**src/rtl/buff_uart_bus_master_if.sv**
```systemverilog
// Bus and user-stream signals between buff_uart_bus_master (master) and
// its neighbours: the user byte stream and the buff_uart register bus.
interface buff_uart_bus_master_if #(
    parameter int width      = 8,
    parameter int addr_width = 8
);
    logic [width-1:0]      tx_data;
    logic                  tx_valid;
    logic                  tx_ready;
    logic [width-1:0]      rx_data;
    logic                  rx_valid;
    logic [addr_width-1:0] active_address;
    logic                  read_enable;
    logic                  write_enable;
    logic [width-1:0]      bus_data_out;
    logic [width-1:0]      bus_data_in;

    modport master (
        input  tx_data, tx_valid, bus_data_in,
        output tx_ready, rx_data, rx_valid,
        output active_address, read_enable, write_enable, bus_data_out
    );

    modport slave (
        output tx_data, tx_valid, bus_data_in,
        input  tx_ready, rx_data, rx_valid,
        input  active_address, read_enable, write_enable, bus_data_out
    );
endinterface

```
**src/rtl/buff_uart_bus_master.sv**
```systemverilog
// Bus master for buff_uart: polls status, drains received bytes, pushes queued
// transmit bytes. Define BUFF_UART_BUS_MASTER_STATS_EN to add tx/rx counters.
module buff_uart_bus_master #(
    parameter int width          = 8,
    parameter int addr_width     = 8,
    parameter int rx_address     = 3,
    parameter int tx_address     = 4,
    parameter int status_address = 5,
    parameter int fifo_depth     = 4
) (
    input  logic clock,
    input  logic resetn,
    buff_uart_bus_master_if.master bus
`ifdef BUFF_UART_BUS_MASTER_STATS_EN
    ,
    output logic [15:0] tx_count,
    output logic [15:0] rx_count
`endif
);
    localparam int PTR_W = $clog2(fifo_depth);
    localparam logic [PTR_W:0] FULL_CNT = (PTR_W+1)'(fifo_depth);

    typedef enum logic [2:0] {
        S_IDLE, S_STAT_REQ, S_STAT_WAIT, S_RX_REQ, S_RX_WAIT, S_TX_PUSH
    } state_t;

    state_t state, next_state;

    logic [width-1:0]      mem [fifo_depth];
    logic [PTR_W-1:0]      wr_ptr, rd_ptr;
    logic [PTR_W:0]        count, count_d;
    logic                  tx_ready_q, push, pop, fifo_empty;
    logic [addr_width-1:0] addr_q, addr_d;
    logic                  re_q, re_d, we_q, we_d, rxv_q, rxv_d;
    logic [width-1:0]      dout_q, dout_d, rx_hold;

    assign fifo_empty = (count == '0);
    assign push       = bus.tx_valid && tx_ready_q;
    // Pop at the decision edge so the head is loaded into bus_data_out for S_TX_PUSH.
    assign pop        = (state == S_STAT_WAIT) && (next_state == S_TX_PUSH);

    always_ff @(posedge clock or negedge resetn) begin
        if (!resetn) state <= S_IDLE;
        else         state <= next_state;
    end

    always_comb begin
        next_state = S_IDLE;
        case (state)
            S_IDLE:      next_state = S_STAT_REQ;
            S_STAT_REQ:  next_state = S_STAT_WAIT;
            S_STAT_WAIT: begin
                if (bus.bus_data_in[0])                    next_state = S_RX_REQ;
                else if (bus.bus_data_in[1] && !fifo_empty) next_state = S_TX_PUSH;
                else                                        next_state = S_IDLE;
            end
            S_RX_REQ:    next_state = S_RX_WAIT;
            default:     next_state = S_IDLE;
        endcase
    end

    // Outputs are decoded from next_state and registered, so they line up with the state.
    always_comb begin
        addr_d = addr_q;
        dout_d = dout_q;
        re_d   = 1'b0;
        we_d   = 1'b0;
        rxv_d  = 1'b0;
        case (next_state)
            S_STAT_REQ: begin addr_d = addr_width'(status_address); we_d = 1'b1; end
            S_RX_REQ:   begin addr_d = addr_width'(rx_address);     we_d = 1'b1; end
            S_RX_WAIT:  rxv_d = 1'b1;
            S_TX_PUSH:  begin
                addr_d = addr_width'(tx_address);
                re_d   = 1'b1;
                dout_d = mem[rd_ptr];
            end
            default: ;
        endcase
    end

    always_ff @(posedge clock or negedge resetn) begin
        if (!resetn) begin
            addr_q  <= '0;
            dout_q  <= '0;
            re_q    <= 1'b0;
            we_q    <= 1'b0;
            rxv_q   <= 1'b0;
            rx_hold <= '0;
        end else begin
            addr_q <= addr_d;
            dout_q <= dout_d;
            re_q   <= re_d;
            we_q   <= we_d;
            rxv_q  <= rxv_d;
            if (state == S_RX_WAIT) rx_hold <= bus.bus_data_in;
        end
    end

    always_comb begin
        count_d = count;
        if (push && !pop)      count_d = count + (PTR_W+1)'(1);
        else if (pop && !push) count_d = count - (PTR_W+1)'(1);
    end

    always_ff @(posedge clock or negedge resetn) begin
        if (!resetn) begin
            wr_ptr     <= '0;
            rd_ptr     <= '0;
            count      <= '0;
            tx_ready_q <= 1'b1;
        end else begin
            if (push) wr_ptr <= wr_ptr + PTR_W'(1);
            if (pop)  rd_ptr <= rd_ptr + PTR_W'(1);
            count      <= count_d;
            tx_ready_q <= (count_d != FULL_CNT);
        end
    end

    always_ff @(posedge clock) begin
        if (push) mem[wr_ptr] <= bus.tx_data;
    end

    // Received byte is passed straight through in S_RX_WAIT, then held.
    assign bus.rx_data        = (state == S_RX_WAIT) ? bus.bus_data_in : rx_hold;
    assign bus.rx_valid       = rxv_q;
    assign bus.tx_ready       = tx_ready_q;
    assign bus.active_address = addr_q;
    assign bus.read_enable    = re_q;
    assign bus.write_enable   = we_q;
    assign bus.bus_data_out   = dout_q;

`ifdef BUFF_UART_BUS_MASTER_STATS_EN
    always_ff @(posedge clock or negedge resetn) begin
        if (!resetn) begin
            tx_count <= 16'd0;
            rx_count <= 16'd0;
        end else begin
            if (state == S_TX_PUSH) tx_count <= tx_count + 16'd1;
            if (rxv_q)              rx_count <= rx_count + 16'd1;
        end
    end
`endif
endmodule

```
**src/flat_wrapper.sv**
```systemverilog
// flat-port wrapper written by rule: the top's interface ports become plain ports
module buff_uart_bus_master_flat 
#(
    parameter int width          = 8,
    parameter int addr_width     = 8,
    parameter int rx_address     = 3,
    parameter int tx_address     = 4,
    parameter int status_address = 5,
    parameter int fifo_depth     = 4
)
  (clock, resetn, bus_tx_data, bus_tx_valid, bus_bus_data_in, bus_tx_ready, bus_rx_data, bus_rx_valid, bus_active_address, bus_read_enable, bus_write_enable, bus_bus_data_out);
  buff_uart_bus_master_if #(.width(width), .addr_width(addr_width)) bus_i ();
  input  logic clock;
  input  logic resetn;
  input wire logic [$bits(bus_i.tx_data)-1:0] bus_tx_data;
  input wire logic [$bits(bus_i.tx_valid)-1:0] bus_tx_valid;
  input wire logic [$bits(bus_i.bus_data_in)-1:0] bus_bus_data_in;
  output wire logic [$bits(bus_i.tx_ready)-1:0] bus_tx_ready;
  output wire logic [$bits(bus_i.rx_data)-1:0] bus_rx_data;
  output wire logic [$bits(bus_i.rx_valid)-1:0] bus_rx_valid;
  output wire logic [$bits(bus_i.active_address)-1:0] bus_active_address;
  output wire logic [$bits(bus_i.read_enable)-1:0] bus_read_enable;
  output wire logic [$bits(bus_i.write_enable)-1:0] bus_write_enable;
  output wire logic [$bits(bus_i.bus_data_out)-1:0] bus_bus_data_out;
  assign bus_i.tx_data = bus_tx_data;
  assign bus_i.tx_valid = bus_tx_valid;
  assign bus_i.bus_data_in = bus_bus_data_in;
  assign bus_tx_ready = bus_i.tx_ready;
  assign bus_rx_data = bus_i.rx_data;
  assign bus_rx_valid = bus_i.rx_valid;
  assign bus_active_address = bus_i.active_address;
  assign bus_read_enable = bus_i.read_enable;
  assign bus_write_enable = bus_i.write_enable;
  assign bus_bus_data_out = bus_i.bus_data_out;
  buff_uart_bus_master #(.width(width), .addr_width(addr_width), .rx_address(rx_address), .tx_address(tx_address), .status_address(status_address), .fifo_depth(fifo_depth)) u_core (.clock(clock), .resetn(resetn), .bus(bus_i));
endmodule
```
**config.mk**
```make
export PLATFORM = sky130hd
export DESIGN_NAME = buff_uart_bus_master_flat
export DESIGN_NICKNAME = d
export VERILOG_FILES = /design/src/rtl/buff_uart_bus_master_if.sv /design/src/rtl/buff_uart_bus_master.sv /design/src/flat_wrapper.sv
export SDC_FILE = /design/constraint.sdc
export NUM_CORES = 1
export LEC_CHECK = 0
export BUFFER_PORTS_ARGS = -buffer_cell sky130_fd_sc_hd__buf_2
export CAP_MARGIN = 20
export CELL_PAD_IN_SITES_DETAIL_PLACEMENT = 2
export CELL_PAD_IN_SITES_GLOBAL_PLACEMENT = 2
export CORE_AREA = 2 2 103 115
export CTS_CLUSTER_DIAMETER = 30
export DETAILED_ROUTE_END_ITERATION = 8
export DIE_AREA = 0 0 105 117
export GPL_TIMING_DRIVEN = 0
export PLACE_DENSITY = 0.64
export REMOVE_ABC_BUFFERS = 1
export SYNTH_ARGS = -nofsm -noshare
export SYNTH_HDL_FRONTEND = slang
export SYNTH_SLANG_ARGS = --single-unit
```
**constraint.sdc**
```tcl
create_clock -name clock -period 2 [get_ports clock]
set_input_delay 0.6 -clock clock [delete_from_list [all_inputs] [get_ports clock]]
set_output_delay 0.6 -clock clock [all_outputs]
set_load 0.005 [all_outputs]
```
==> metrics.yaml <==
die:
  dieArea_um2: 12300
  ios: 47
  die_h_um: 117
  initial_core_util_pct: 24.2
  core_um2: 11200
  rows: 41
  fp.dieW_um: 105
cts:
  htreeDepth: 3
  postCtsHoldBufs: 0
  clock_sinks: 65
  path_clk_slew_ns: 0.06
  clk_latency_ns: 0.32
  cts-root-buf: "clkbuf_16"
  clock_path_buffers: 2
  numCtsBuffers: 9
  cts_tree: "built"
timing:
  worst_slew_margin_rel_pct: 48.6
  max_freq_mhz: 462
  worst_pin_slew_ns: 0.771
  fin_skew_ns: 0.0115
  report.final.slew_viol_count: 0
  hold_viol_final: 0
  post-route-min-period_ns: 2.16
  setup_violations: 8
  rsz0062_at_grt: "yes"
  setup_ws_ns: -0.163
  post-route-period-util_pct: 108
outcome:
  status: "finished with violations"
  violations: "setup timing"
power:
  p_total_mw: 5.67
  p_clk_share_pct: 30.1
  power_density_nw_per_um2: 1590
  seq_power_share_pct: 38.5
  comb_power_share_pct: 31.4
  p_switching_mw: 1.68
  power.internal_mw: 3.99
  switching_share_pct: 29.7
  ir_drop_uv: 429
  p_leak_nw: 1.50
setup_path:
  crit_chain: "nor3b_4, buf_6, mux2_4, buf_6"
  cp-start-kind: "register"
  slowest_delay_ns: 0.42
  slowest_stage: "dfrtp_2"
  critical_path_arrival_ns: 1.56
  required_ns: 1.40
  critical_path_class: "register to primary output"
  path_max_fanout: 4
  crit_path_end_kind: "primary output"
  worst_path_most_repeated_cell: "buf_6"
final_layout:
  antennaDiodeCount: 0
  drive_above_1_share_pct: 40.1
  syn_to_final_growth_pct: 31.9
  fillers: 1193
  finish.net_count: 268
  postLayoutCoreUtil_pct: 31.9
detailed_routing:
  drc_errors: 0
  vias_per_cell: 4.13
  wirelength_um: 5950
  first_pass_iters: 4
  ant_nets: 0
  drtIter0Drc: 46
  post_drt_wl_per_cell_um: 15.0
  via_count: 1641
grt:
  grt_pass1_wl_um: 9690
  grt_max_degree: 34
  grt.overflow.total: 0
  gr-usage-all-layers_pct: 10.5
  antenna_found_initial: 0
  first_global_vias: 1862
run:
  drv_cap: 0
synth:
  async_flop_share_pct: 50.8
  ys_types: 38
  synth-edff-count: 32
  yosysSeqAreaShare_pct: 66.0
  syn_area_um2: 2710
  yosys_warnings: 0
  synthFlopType: "edfxtp_1"
  synth-seq-cells: 65
  syn_inst: 183
  syn_avg_cell_area_um2: 14.8
placed_design:
  io_buffers: 41
  gp_congestion: 0.718
worst_hold_path:
  hold_class: "input port to async pin"
-- final timing paths --
check / cells past startpoint / startpoint / slack (ns) / end
max: 4 / u_core.state[1] / -0.16 / bus_rx_data[2]
min: 1 / resetn / 0.34 / u_core.count[1]
max reg2reg: 7 / u_core.count[0] / 0.18 / u_core.count[2]
min reg2reg: 2 / u_core.bus.bus_data_out[4] / 0.47 / u_core.bus.bus_data_out[4]
max in group asynchronous: 1 / resetn / 1.10 / u_core.state[1]
min in group clock: 2 / u_core.bus.bus_data_out[4] / 0.47 / u_core.bus.bus_data_out[4]
-- Yosys cell counts, types with 2 or more instances --
cell type | instances | area, µm²
nand3_1 | 3 | 15.0
o21ai_0 | 3 | 15.0
a21oi_1 | 5 | 25.0
dfrtp_1 | 32 | 801
nor3_1 | 3 | 15.0
buf_2 | 3 | 15.0
mux2_2 | 10 | 113
and3_1 | 4 | 25.0
inv_1 | 5 | 18.8
a21boi_0 | 2 | 15.0
mux4_2 | 8 | 180
nor3b_1 | 2 | 15.0
buf_4 | 6 | 45.0
xnor2_1 | 5 | 43.8
nand2_1 | 31 | 116
edfxtp_1 | 32 | 961
o22ai_1 | 2 | 12.5
ha_1 | 7 | 87.6
-- cell families after synthesis --
group	count (synthesis)	share of synthesized area, %
AOI/OAI and AO/OA	15	3.37
muxes	19	11.2
adders and majority gates	8	3.65
buffers and inverters	15	3.05
other	1	0.138
xor gates and xnor gates	5	1.62
and+or+nand+nor	55	11.0
DFF	65	66.0
-- worst max-delay path, delay by kind of cell (launching register included) --
family / cells / cell delay, ns
buf+inv: 2 / 0.28
simple gates: 1 / 0.24
flops: 1 / 0.42
mux: 1 / 0.31
-- per-stage QoR --
stage / hold WS [ns] / setup slack [ns] / cell area (µm²) / std cells / TNS [ns]
final: 0.343 / -0.163 / 3570 / 397 / -1.29
after global routing: 0.418 / -0.229 / 3570 / 397 / -1.78
after CTS: 0.379 / -0.170 / 3530 / 392 / -1.32
after detailed placement: 0.462 / -0.205 / 3050 / 368 / -1.37
after global placement: 0.458 / -0.191 / 3050 / 368 / -1.17
after floorplan: 0.304 / 0.195 / 2660 / 177 / 0
-- power groups by stage --
stage / sequential, mW / clock [mW] / combinational, mW
final: 2.19 / 1.71 / 1.78
after CTS: 2.20 / 1.76 / 1.79
after global placement: 2.22 / 0 / 1.38
after global routing: 2.26 / 1.80 / 2.00
after floorplan: 2.17 / 0 / 0.928
after detailed placement: 2.26 / 0 / 1.44
-- layout make-up --
type	instances	area, µm²	area share, %
Tap cell	150	188	5.25
Multi-Input combinational cell	107	882	24.7
Clock buffer	10	239	6.69
Timing Repair Buffer	54	360	10.1
Sequential cell	65	1790	50.2
Inverter	5	22.5	0.630
Clock inverter	6	88.8	2.49
-- layer usage --
metal	track usage (%)	wire length [µm]
met1	12.3	2540
met2	18.2	3140
met3	2.44	208
met4	5.07	57
met5	0	0
-- registers in the layout, summed over array words and instances (netlist names) --
signal and count:
u_core.wr_ptr 2, u_core.rd_ptr 2, u_core.bus.rx_valid 1, u_core.bus.write_enable 1, u_core.mem 32, u_core.state 3
u_core.count 3, u_core.rx_hold 8, u_core.bus.bus_data_out 8, u_core.bus.active_address 3, u_core.bus.tx_ready 1, u_core.bus.read_enable 1
-- what timing repair did --
| item | CTS | global route |
|---|---|---|
| setup endpoints to repair | 12 | 17 |
| buffers inserted | 8 | 5 |
| endpoints found under the hold margin | 0 | 0 |
| gates resized for setup | 22 | 0 |
| pin swaps | 1 | 1 |
-- layout by cell type, fill, tap and decap left out, drive strengths merged --
cell,instances
nor2,2
inv,5
conb,5
a21boi,2
nor3b,3
nor3,3
nand3,3
clkbuf,10
or2,2
a22o,1
mux2i,1
nand4,1
mux4,8
and3b,1
and2,1
a21oi,5
clkinvlp,3
o22ai,2
clkinv,1
xnor2,5
maj3,1
dfrtp,32
nor2b,2
dfstp,1
mux2,10
and3,4
or3,1
o21ai,3
buf,54
bufinv,2
ha,7
a21o,1
nand2b,1
edfxtp,32
o21a,1
nand2,31
Note: power is estimated with default switching activity, not from simulation.
